[config.mk]
export PLATFORM = sky130hd
export DESIGN_NAME = add_pipe_flat
export DESIGN_NICKNAME = d
export VERILOG_FILES = /design/src/rtl/add_pipe_pkg.sv /design/src/rtl/add_pipe_if.sv /design/src/rtl/add_pipe_csel_block.sv /design/src/rtl/add_pipe.sv /design/src/flat_wrapper.sv
export SDC_FILE = /design/constraint.sdc
export NUM_CORES = 1
export LEC_CHECK = 0
export ABC_AREA = 0
export BUFFER_PORTS_ARGS = -buffer_cell sky130_fd_sc_hd__buf_4
export CAP_MARGIN = 20
export CORE_MARGIN = 2
export CORE_UTILIZATION = 30
export CTS_CLUSTER_SIZE = 30
export DETAILED_ROUTE_END_ITERATION = 10
export PLACE_DENSITY = 0.6
export SETUP_SLACK_MARGIN = 0.1
export SLEW_MARGIN = 30
export SYNTH_ARGS = -nofsm -noshare
export SYNTH_HDL_FRONTEND = slang
export SYNTH_HIERARCHICAL = 1
export SYNTH_SLANG_ARGS = --single-unit
[constraint.sdc]
create_clock -name clk -period 8.1 [get_ports clk]
set_input_delay 0.405 -clock clk [delete_from_list [all_inputs] [get_ports clk]]
set_output_delay 0.405 -clock clk [all_outputs]
set_load 0.1 [all_outputs]
[src/rtl/add_pipe_pkg.sv]
// Shared definitions for the ALU add/sub pipeline: default widths and the
// ALU op codes the EXU maps onto this engine.
package add_pipe_pkg;

    localparam int ADD_WIDTH = 32;
    localparam int ADD_TAG_W = 5;

    typedef enum logic [1:0] {
        ALU_ADD  = 2'd0,
        ALU_SUB  = 2'd1,
        ALU_SLT  = 2'd2,
        ALU_SLTU = 2'd3
    } alu_op_e;

    // SLT/SLTU are compares, so they run the adder in subtract mode.
    function automatic logic op_is_sub(input alu_op_e op);
        return op != ALU_ADD;
    endfunction

endpackage

[src/rtl/add_pipe_if.sv]
// Operand/result bus of the add/sub pipeline.
// Valid/ready: a beat transfers on a rising edge where valid && ready are both
// high; the source holds valid and payload stable until that edge, and valid
// never waits on ready.
interface add_pipe_if
    import add_pipe_pkg::*;
#(
    parameter int WIDTH = ADD_WIDTH,
    parameter int TAG_W = ADD_TAG_W
) ();
    logic             in_valid;
    logic             in_ready;
    logic [WIDTH-1:0] in_a;
    logic [WIDTH-1:0] in_b;
    logic             in_sub;
    logic [TAG_W-1:0] in_tag;
    logic             out_valid;
    logic             out_ready;
    logic [WIDTH-1:0] out_sum;
    logic             out_cout;
    logic             out_ovf;
    logic             out_zero;
    logic [TAG_W-1:0] out_tag;

    modport master (
        output in_valid, in_a, in_b, in_sub, in_tag, out_ready,
        input  in_ready, out_valid, out_sum, out_cout, out_ovf, out_zero, out_tag
    );

    modport slave (
        input  in_valid, in_a, in_b, in_sub, in_tag, out_ready,
        output in_ready, out_valid, out_sum, out_cout, out_ovf, out_zero, out_tag
    );
endinterface

[src/rtl/add_pipe_csel_block.sv]
// W-bit adder producing both the carry-in-0 and carry-in-1 sums, each with
// its carry out in the top bit.
module add_pipe_csel_block #(
    parameter int W = 16
) (
    input  logic [W-1:0] a,
    input  logic [W-1:0] b,
    output logic [W:0]   sum0,
    output logic [W:0]   sum1
);
    assign sum0 = {1'b0, a} + {1'b0, b};
    assign sum1 = {1'b0, a} + {1'b0, b} + {{W{1'b0}}, 1'b1};
endmodule

[src/rtl/add_pipe.sv]
// Two-stage carry-select adder/subtractor: stage 1 registers the low-half sum
// and both high-half candidates, stage 2 selects and registers result + flags.
module add_pipe
    import add_pipe_pkg::*;
#(
    parameter int WIDTH = ADD_WIDTH,
    parameter int LO_W  = WIDTH / 2,
    parameter int TAG_W = ADD_TAG_W
) (
    input logic       clk,
    input logic       rst_n,
    input logic       flush,
    add_pipe_if.slave bus
);
    localparam int HI_W = WIDTH - LO_W;

    logic [WIDTH-1:0] a;
    logic [WIDTH-1:0] b_eff;
    logic             cin;
    logic [LO_W:0]    lo_d;
    logic [HI_W:0]    hi0_d;
    logic [HI_W:0]    hi1_d;

    logic             s1_valid;
    logic [LO_W-1:0]  s1_lo_sum;
    logic             s1_lo_cout;
    logic [HI_W:0]    s1_hi0;
    logic [HI_W:0]    s1_hi1;
    logic             s1_a_msb;
    logic             s1_b_msb;
    logic [TAG_W-1:0] s1_tag;

    logic             s2_valid;
    logic [WIDTH-1:0] s2_sum;
    logic             s2_cout;
    logic             s2_ovf;
    logic             s2_zero;
    logic [TAG_W-1:0] s2_tag;

    logic             s1_adv;
    logic             s2_adv;
    logic [HI_W:0]    hi_sel;
    logic [WIDTH-1:0] sum_d;
    logic             ovf_d;

    // Subtract is A + ~B + 1; the +1 enters as the low-half carry in.
    assign a     = bus.in_a;
    assign cin   = bus.in_sub;
    assign b_eff = bus.in_sub ? ~bus.in_b : bus.in_b;
    assign lo_d  = {1'b0, a[LO_W-1:0]} + {1'b0, b_eff[LO_W-1:0]} + {{LO_W{1'b0}}, cin};

    add_pipe_csel_block #(.W(HI_W)) u_hi (
        .a    (a[WIDTH-1:LO_W]),
        .b    (b_eff[WIDTH-1:LO_W]),
        .sum0 (hi0_d),
        .sum1 (hi1_d)
    );

    assign s2_adv       = !s2_valid || bus.out_ready;
    assign s1_adv       = !s1_valid || s2_adv;
    assign bus.in_ready = s1_adv;

    assign hi_sel = s1_lo_cout ? s1_hi1 : s1_hi0;
    assign sum_d  = {hi_sel[HI_W-1:0], s1_lo_sum};
    assign ovf_d  = (s1_a_msb == s1_b_msb) && (sum_d[WIDTH-1] != s1_a_msb);

    always_ff @(posedge clk) begin
        if (!rst_n) begin
            s1_valid   <= 1'b0;
            s1_lo_sum  <= '0;
            s1_lo_cout <= 1'b0;
            s1_hi0     <= '0;
            s1_hi1     <= '0;
            s1_a_msb   <= 1'b0;
            s1_b_msb   <= 1'b0;
            s1_tag     <= '0;
        end else if (flush) begin
            s1_valid <= 1'b0;
        end else if (s1_adv) begin
            s1_valid <= bus.in_valid;
            if (bus.in_valid) begin
                s1_lo_sum  <= lo_d[LO_W-1:0];
                s1_lo_cout <= lo_d[LO_W];
                s1_hi0     <= hi0_d;
                s1_hi1     <= hi1_d;
                s1_a_msb   <= a[WIDTH-1];
                s1_b_msb   <= b_eff[WIDTH-1];
                s1_tag     <= bus.in_tag;
            end
        end
    end

    // Result data only loads with a valid stage-1 op, so a stalled output never moves.
    always_ff @(posedge clk) begin
        if (!rst_n) begin
            s2_valid <= 1'b0;
            s2_sum   <= '0;
            s2_cout  <= 1'b0;
            s2_ovf   <= 1'b0;
            s2_zero  <= 1'b0;
            s2_tag   <= '0;
        end else if (flush) begin
            s2_valid <= 1'b0;
        end else if (s2_adv) begin
            s2_valid <= s1_valid;
            if (s1_valid) begin
                s2_sum  <= sum_d;
                s2_cout <= hi_sel[HI_W];
                s2_ovf  <= ovf_d;
                s2_zero <= ~|sum_d;
                s2_tag  <= s1_tag;
            end
        end
    end

    assign bus.out_valid = s2_valid;
    assign bus.out_sum   = s2_sum;
    assign bus.out_cout  = s2_cout;
    assign bus.out_ovf   = s2_ovf;
    assign bus.out_zero  = s2_zero;
    assign bus.out_tag   = s2_tag;

endmodule

[src/flat_wrapper.sv]
// flat-port wrapper written by rule: the top's interface ports become plain ports
module add_pipe_flat import add_pipe_pkg::*;
#(
    parameter int WIDTH = ADD_WIDTH,
    parameter int LO_W  = WIDTH / 2,
    parameter int TAG_W = ADD_TAG_W
)
  (clk, rst_n, flush, bus_in_valid, bus_in_a, bus_in_b, bus_in_sub, bus_in_tag, bus_out_ready, bus_in_ready, bus_out_valid, bus_out_sum, bus_out_cout, bus_out_ovf, bus_out_zero, bus_out_tag);
  add_pipe_if #(.WIDTH(WIDTH), .TAG_W(TAG_W)) bus_i ();
  input logic clk;
  input logic rst_n;
  input logic flush;
  input wire logic [$bits(bus_i.in_valid)-1:0] bus_in_valid;
  input wire logic [$bits(bus_i.in_a)-1:0] bus_in_a;
  input wire logic [$bits(bus_i.in_b)-1:0] bus_in_b;
  input wire logic [$bits(bus_i.in_sub)-1:0] bus_in_sub;
  input wire logic [$bits(bus_i.in_tag)-1:0] bus_in_tag;
  input wire logic [$bits(bus_i.out_ready)-1:0] bus_out_ready;
  output wire logic [$bits(bus_i.in_ready)-1:0] bus_in_ready;
  output wire logic [$bits(bus_i.out_valid)-1:0] bus_out_valid;
  output wire logic [$bits(bus_i.out_sum)-1:0] bus_out_sum;
  output wire logic [$bits(bus_i.out_cout)-1:0] bus_out_cout;
  output wire logic [$bits(bus_i.out_ovf)-1:0] bus_out_ovf;
  output wire logic [$bits(bus_i.out_zero)-1:0] bus_out_zero;
  output wire logic [$bits(bus_i.out_tag)-1:0] bus_out_tag;
  assign bus_i.in_valid = bus_in_valid;
  assign bus_i.in_a = bus_in_a;
  assign bus_i.in_b = bus_in_b;
  assign bus_i.in_sub = bus_in_sub;
  assign bus_i.in_tag = bus_in_tag;
  assign bus_i.out_ready = bus_out_ready;
  assign bus_in_ready = bus_i.in_ready;
  assign bus_out_valid = bus_i.out_valid;
  assign bus_out_sum = bus_i.out_sum;
  assign bus_out_cout = bus_i.out_cout;
  assign bus_out_ovf = bus_i.out_ovf;
  assign bus_out_zero = bus_i.out_zero;
  assign bus_out_tag = bus_i.out_tag;
  add_pipe #(.WIDTH(WIDTH), .LO_W(LO_W), .TAG_W(TAG_W)) u_core (.clk(clk), .rst_n(rst_n), .flush(flush), .bus(bus_i));
endmodule
# [Word-level counts from Yosys, hierarchy flattened]
# Cells that the tools add are included.
[word_totals] input_bits=75 register_bits=100 word_cells=35
[op_classes] bitwise_logic=3 reduce_logical=10 n_mux=2 add_sub_neg=4 n_eq_ne=2
[ops] cell="adder 16 x 16 -> 17 bit" n=2
[ops] cell="two-way mux 32 bit" n=1
[ops] cell="NOT 32 bit" n=1
[ops] cell="OR reduction 32 bit" n=1
[ops] cell="adder 17 x 1 -> 17 bit" n=1
[ops] cell="adder 17 x 1 -> 17 bit, second input constant" n=1
[ops] cell="two-way mux 17 bit" n=1
[ops] cell="AND reduction 3 bit" n=2
[ops] cell="zero test 1 bit" n=3
[ops] cell="logical OR 1 bit" n=2
[ops] cell="NOT 1 bit" n=2
[ops] cell="OR reduction 2 bit" n=1
[ops] cell="equality test 1 bit" n=1
[ops] cell="logical AND 1 bit" n=1
[ops] cell="inequality test 1 bit" n=1

# [Depth between registers and ports, before layout]
[logic_depth] word_depth=4 mapped_depth=16 ltp_nobuf=14

# [Cells and area by module]
# The synthesis kept the hierarchy.
[by_module_without_submodules] module="add_pipe" seq_area_each_um2=2001.9 cells_per_inst=607 area_per_inst_um2=5111.2 n_inst=1
[by_module_without_submodules] module="add_pipe_csel_block" seq_area_each_um2=0.0 cells_per_inst=152 area_per_inst_um2=1172.4 n_inst=1

# [Least setup slack after synthesis]
# No wires, ideal clock.
[synth_timing] path_kind="in2reg" start="input port bus_in_sub" end="register u_core.s1_hi1[13]" setup_slack_ps=4546 required_ps=8030 t_arrival_ps=3484 cell_stages=16 path_cell_list="buf_2 clkbuf_1 xor2_1 ha_1 inv_1 fa_1 and2b_2 o22ai_1 xnor2_1 and3_2 nand3_4 nor4_4 and4_1 xor2_1 nand2_1 a21boi_1"
[synth_via] elab_chain_cells=3
[synth_rtl] element="from (decl)" line_no="flat_wrapper.sv:16" text="input wire logic [$bits(bus_i.in_sub)-1:0] bus_in_sub;"
[synth_rtl] element="two-way mux 32 bit" line_no="add_pipe.sv:49" text="assign b_eff = bus.in_sub ? ~bus.in_b : bus.in_b;"
[synth_rtl] element="named net u_core.b_eff[16]" line_no="add_pipe.sv:18" text="logic [WIDTH-1:0] b_eff;"
[synth_rtl] element="adder 16 x 16 -> 17 bit"
[synth_rtl] element="named net u_core.hi0_d[4]" line_no="add_pipe.sv:21" text="logic [HI_W:0] hi0_d;"
[synth_rtl] element="adder 17 x 1 -> 17 bit" line_no="add_pipe_csel_block.sv:12" text="assign sum1 = {1'b0, a} + {1'b0, b} + {{W{1'b0}}, 1'b1};"
[synth_rtl] element="named net u_core.hi1_d[13]" line_no="add_pipe.sv:22" text="logic [HI_W:0] hi1_d;"
[synth_rtl] element="to (signal assigned)" line_no="add_pipe.sv:85" text="s1_hi1 <= hi1_d;"
[synth_rtl] element="to (decl)" line_no="add_pipe.sv:28" text="logic [HI_W:0] s1_hi1;"
# The timed path passes the listed nets, and every way through them passes these cells.
# A chain may end at the register's enable or synchronous reset.

# [Worst setup path after layout]
[layout_timing] start="input port bus_in_sub" end="register u_core.s1_hi1[15]"
# Same word-level chain as after synthesis.

==> results_dict.tcl <==
set metrics [dict create \
    postCtsResizedCells 0 \
    maxCapViolations 0 \
    async_reset_ff_share_pct 0 \
    grt_start_max_net_pins 110 \
    post_drt_wl_per_cell_um 14.60 \
    cts_root_buf "clkbuf_16" \
    p_leak_uw 0.003273 \
    avgViaCountPerCell 4.971 \
    cts_setup_buffers 0 \
    syn_avg_cell_area_um2 8.279 \
    portBuffers 116 \
    dr_total_vias 5578 \
    setup_viol 0 \
    cp.required_ns 8.37 \
    gr-total-overflow 0 \
    hpwl_mm 12.37 \
    worstPathArrival_ns 3.60 \
    fmax_ghz 0.3006 \
    tightest_slew_ns 0.7111 \
    cts_made_buffers 9 \
    die_w_um 148.7 \
    synth_edf_count 0 \
    min_path_type "in2reg" \
    layoutNonFillerInstCount 1122 \
    r2r-start "u_core/s1_lo_cout" \
    antenna_found_initial 0 \
    grt_pass1_vias 5215 \
    ios 117 \
    min_from "bus_in_valid" \
    grt_pass1_wl_mm 27.18 \
    place_ws_ns 4.381 \
    drc 0 \
    design.core.area_um2 20360 \
    clockBufferDepth 2 \
    cts_sinks 100 \
    hold_violations 0 \
    vdd_drop_max_uv 91.73 \
    gp_congestion 0.8632 \
    status "finished, final reports clean" \
    dieArea_um2 22120 \
    cp_max_fo 32 \
    drt_first_pass_iters 5 \
    nets 958 \
    area_growth_pct 21.98 \
    dieHeight_um 148.7 \
    n_antenna_cell 0 \
    cts.htree.levels 3 \
    startpoint "bus_in_sub" \
    synth.distinct_cells 78 \
    final_common_cell "nand2_1" \
    rsz0062_at_grt "false" \
    cts_tree "built" \
    fin_ws_ns 4.773 \
    max-slew-margin-rel_pct 52.59 \
    min_period_over_period_pct 41.08 \
    ys_warn_count 6 \
    path_class "in2reg" \
    fin_setup_tns_ns 0 \
    clk_pin_slew_ns 0.07 \
    synthCells 759 \
    layout_common_cells "166 x nand2_1, 119 x buf_4, 100 x dfxtp_1" \
    synth_seq_cells 100 \
    ys_seq_area_share_pct 31.86 \
    drv_slew 0 \
    initial_core_util_pct 30.86 \
    wl_mm 16.38 \
    ctsHoldBuffers 0 \
    start_kind "primary input" \
    fin_worst_skew_ns 0.008807 \
    power.density_nw_per_um2 187.4 \
    clk-insertion-delay-late_ns 0.34 \
    yosys_most_used_dff "dfxtp_1" \
    rows 52 \
    finalCriticalPeriod_ns 3.327 \
    dp.cells 1107 \
    ant_nets 0 \
    synth_area_um2 6284 \
    first_iter_violations 380 \
    syn_nets 869 \
    crit_path_end_kind "flop" \
    track_usage_pct 15.11 \
    drive_gt1_share_pct 18.31 \
]
-- worst max-delay path: stages --
cell	delay, ns
buf_4	0.40
xor2_1	0.19
ha_1	0.18
inv_1	0.06
fa_1	0.41
and2b_2	0.27
o221ai_4	0.15
and3_2	0.21
o21ai_0	0.21
xor2_1	0.38
and3_1	0.26
nand4_1	0.12
xnor2_1	0.16
nand2_1	0.06
a21boi_1	0.13
-- cell families after synthesis --
| family | share of synthesized area, % |
|---|---|
| muxes | 2.867 |
| xor gates and xnor gates | 8.483 |
| buffers and inverters | 3.564 |
| adders and majority gates | 7.208 |
| and+or+nand+nor | 23.10 |
| DFF | 31.86 |
| AOI/OAI and AO/OA | 22.92 |
-- routing by layer --
layer  wire length (um)  GRT usage (%)  vias to the layer above
met4                227          4.857                        0
li1                   -              -                     2869
met2               6201          19.68                      156
met3                986          1.840                       13
met5                  0              0                        -
met1               8967          24.87                     2540
-- cell usage after synthesis, drive strengths merged (7+ instances only) --
library cell    n  area share, %
a21boi         66            7.9
a21oi          25            2.0
a31oi           7           0.70
and3            8           0.84
buf             9           0.88
clkbuf         33            2.0
dfxtp         100             32
ha             33            6.6
inv            12           0.72
mux2i          18            2.9
nand2         167             10
nand3          18            1.6
nand4           8           0.80
nor2           26            1.6
nor2b          10            1.0
nor3           14            1.2
nor4            9            1.1
o211a          19            3.0
o211ai         10            1.3
o21ai          24            2.0
xnor2          17            2.4
xor2           43            6.1
-- final cells by class --
cell class | count | area, um2
clock buffers | 12 | 256.5
clock inverters | 3 | 46.29
fillers | 2153 | 12700
inverters | 12 | 45.04
multi-input cells | 605 | 4073
flip-flops and latches | 100 | 2002
well taps | 270 | 337.8
repair buffers | 120 | 904.6
-- registers in the layout, indices dropped and copies added (netlist names) --
signal	count
u_core/bus.out_sum	32
u_core/s1_hi0	17
u_core/s1_hi1	17
u_core/s1_lo_sum	16
u_core/bus.out_tag	5
u_core/s1_tag	5
u_core/bus.out_cout	1
u_core/bus.out_ovf	1
u_core/bus.out_valid	1
u_core/bus.out_zero	1
u_core/s1_a_msb	1
u_core/s1_b_msb	1
u_core/s1_lo_cout	1
u_core/s1_valid	1
-- per-stage QoR --
step / utilization, % / power (uW) / area [um2] / hold WS, ns
2_1_floorplan: - / 885.5 / 6284 / 0.4310
3_5_place_dp: 36.13 / 1005 / 7358 / 0.4416
4_1_cts: 37.62 / 1447 / 7661 / 0.2951
3_3_place_gp: 36.13 / 1003 / 7358 / 0.4387
6_report: 37.64 / 1437 / 7665 / 0.3054
5_1_grt: 37.64 / 1523 / 7665 / 0.3152
-- report_power, final --
group          switching [uW]  leakage, uW  internal [uW]
registers                23.4     0.000815            522
logic                     271      0.00231            181
clock network             184     0.000145            255
total                     479      0.00327            958
-- final timing paths --
path | slack [ns] | end | depth (start not counted)
hold reg to reg | 0.45 | u_core/bus.out_sum[5] | 2
hold / removal | 0.31 | u_core/s1_valid | 3
setup / recovery | 4.77 | u_core/s1_hi1[15] | 15
setup reg to reg | 6.01 | u_core/bus.out_zero | 6
Power figures use the tool's default switching activity.
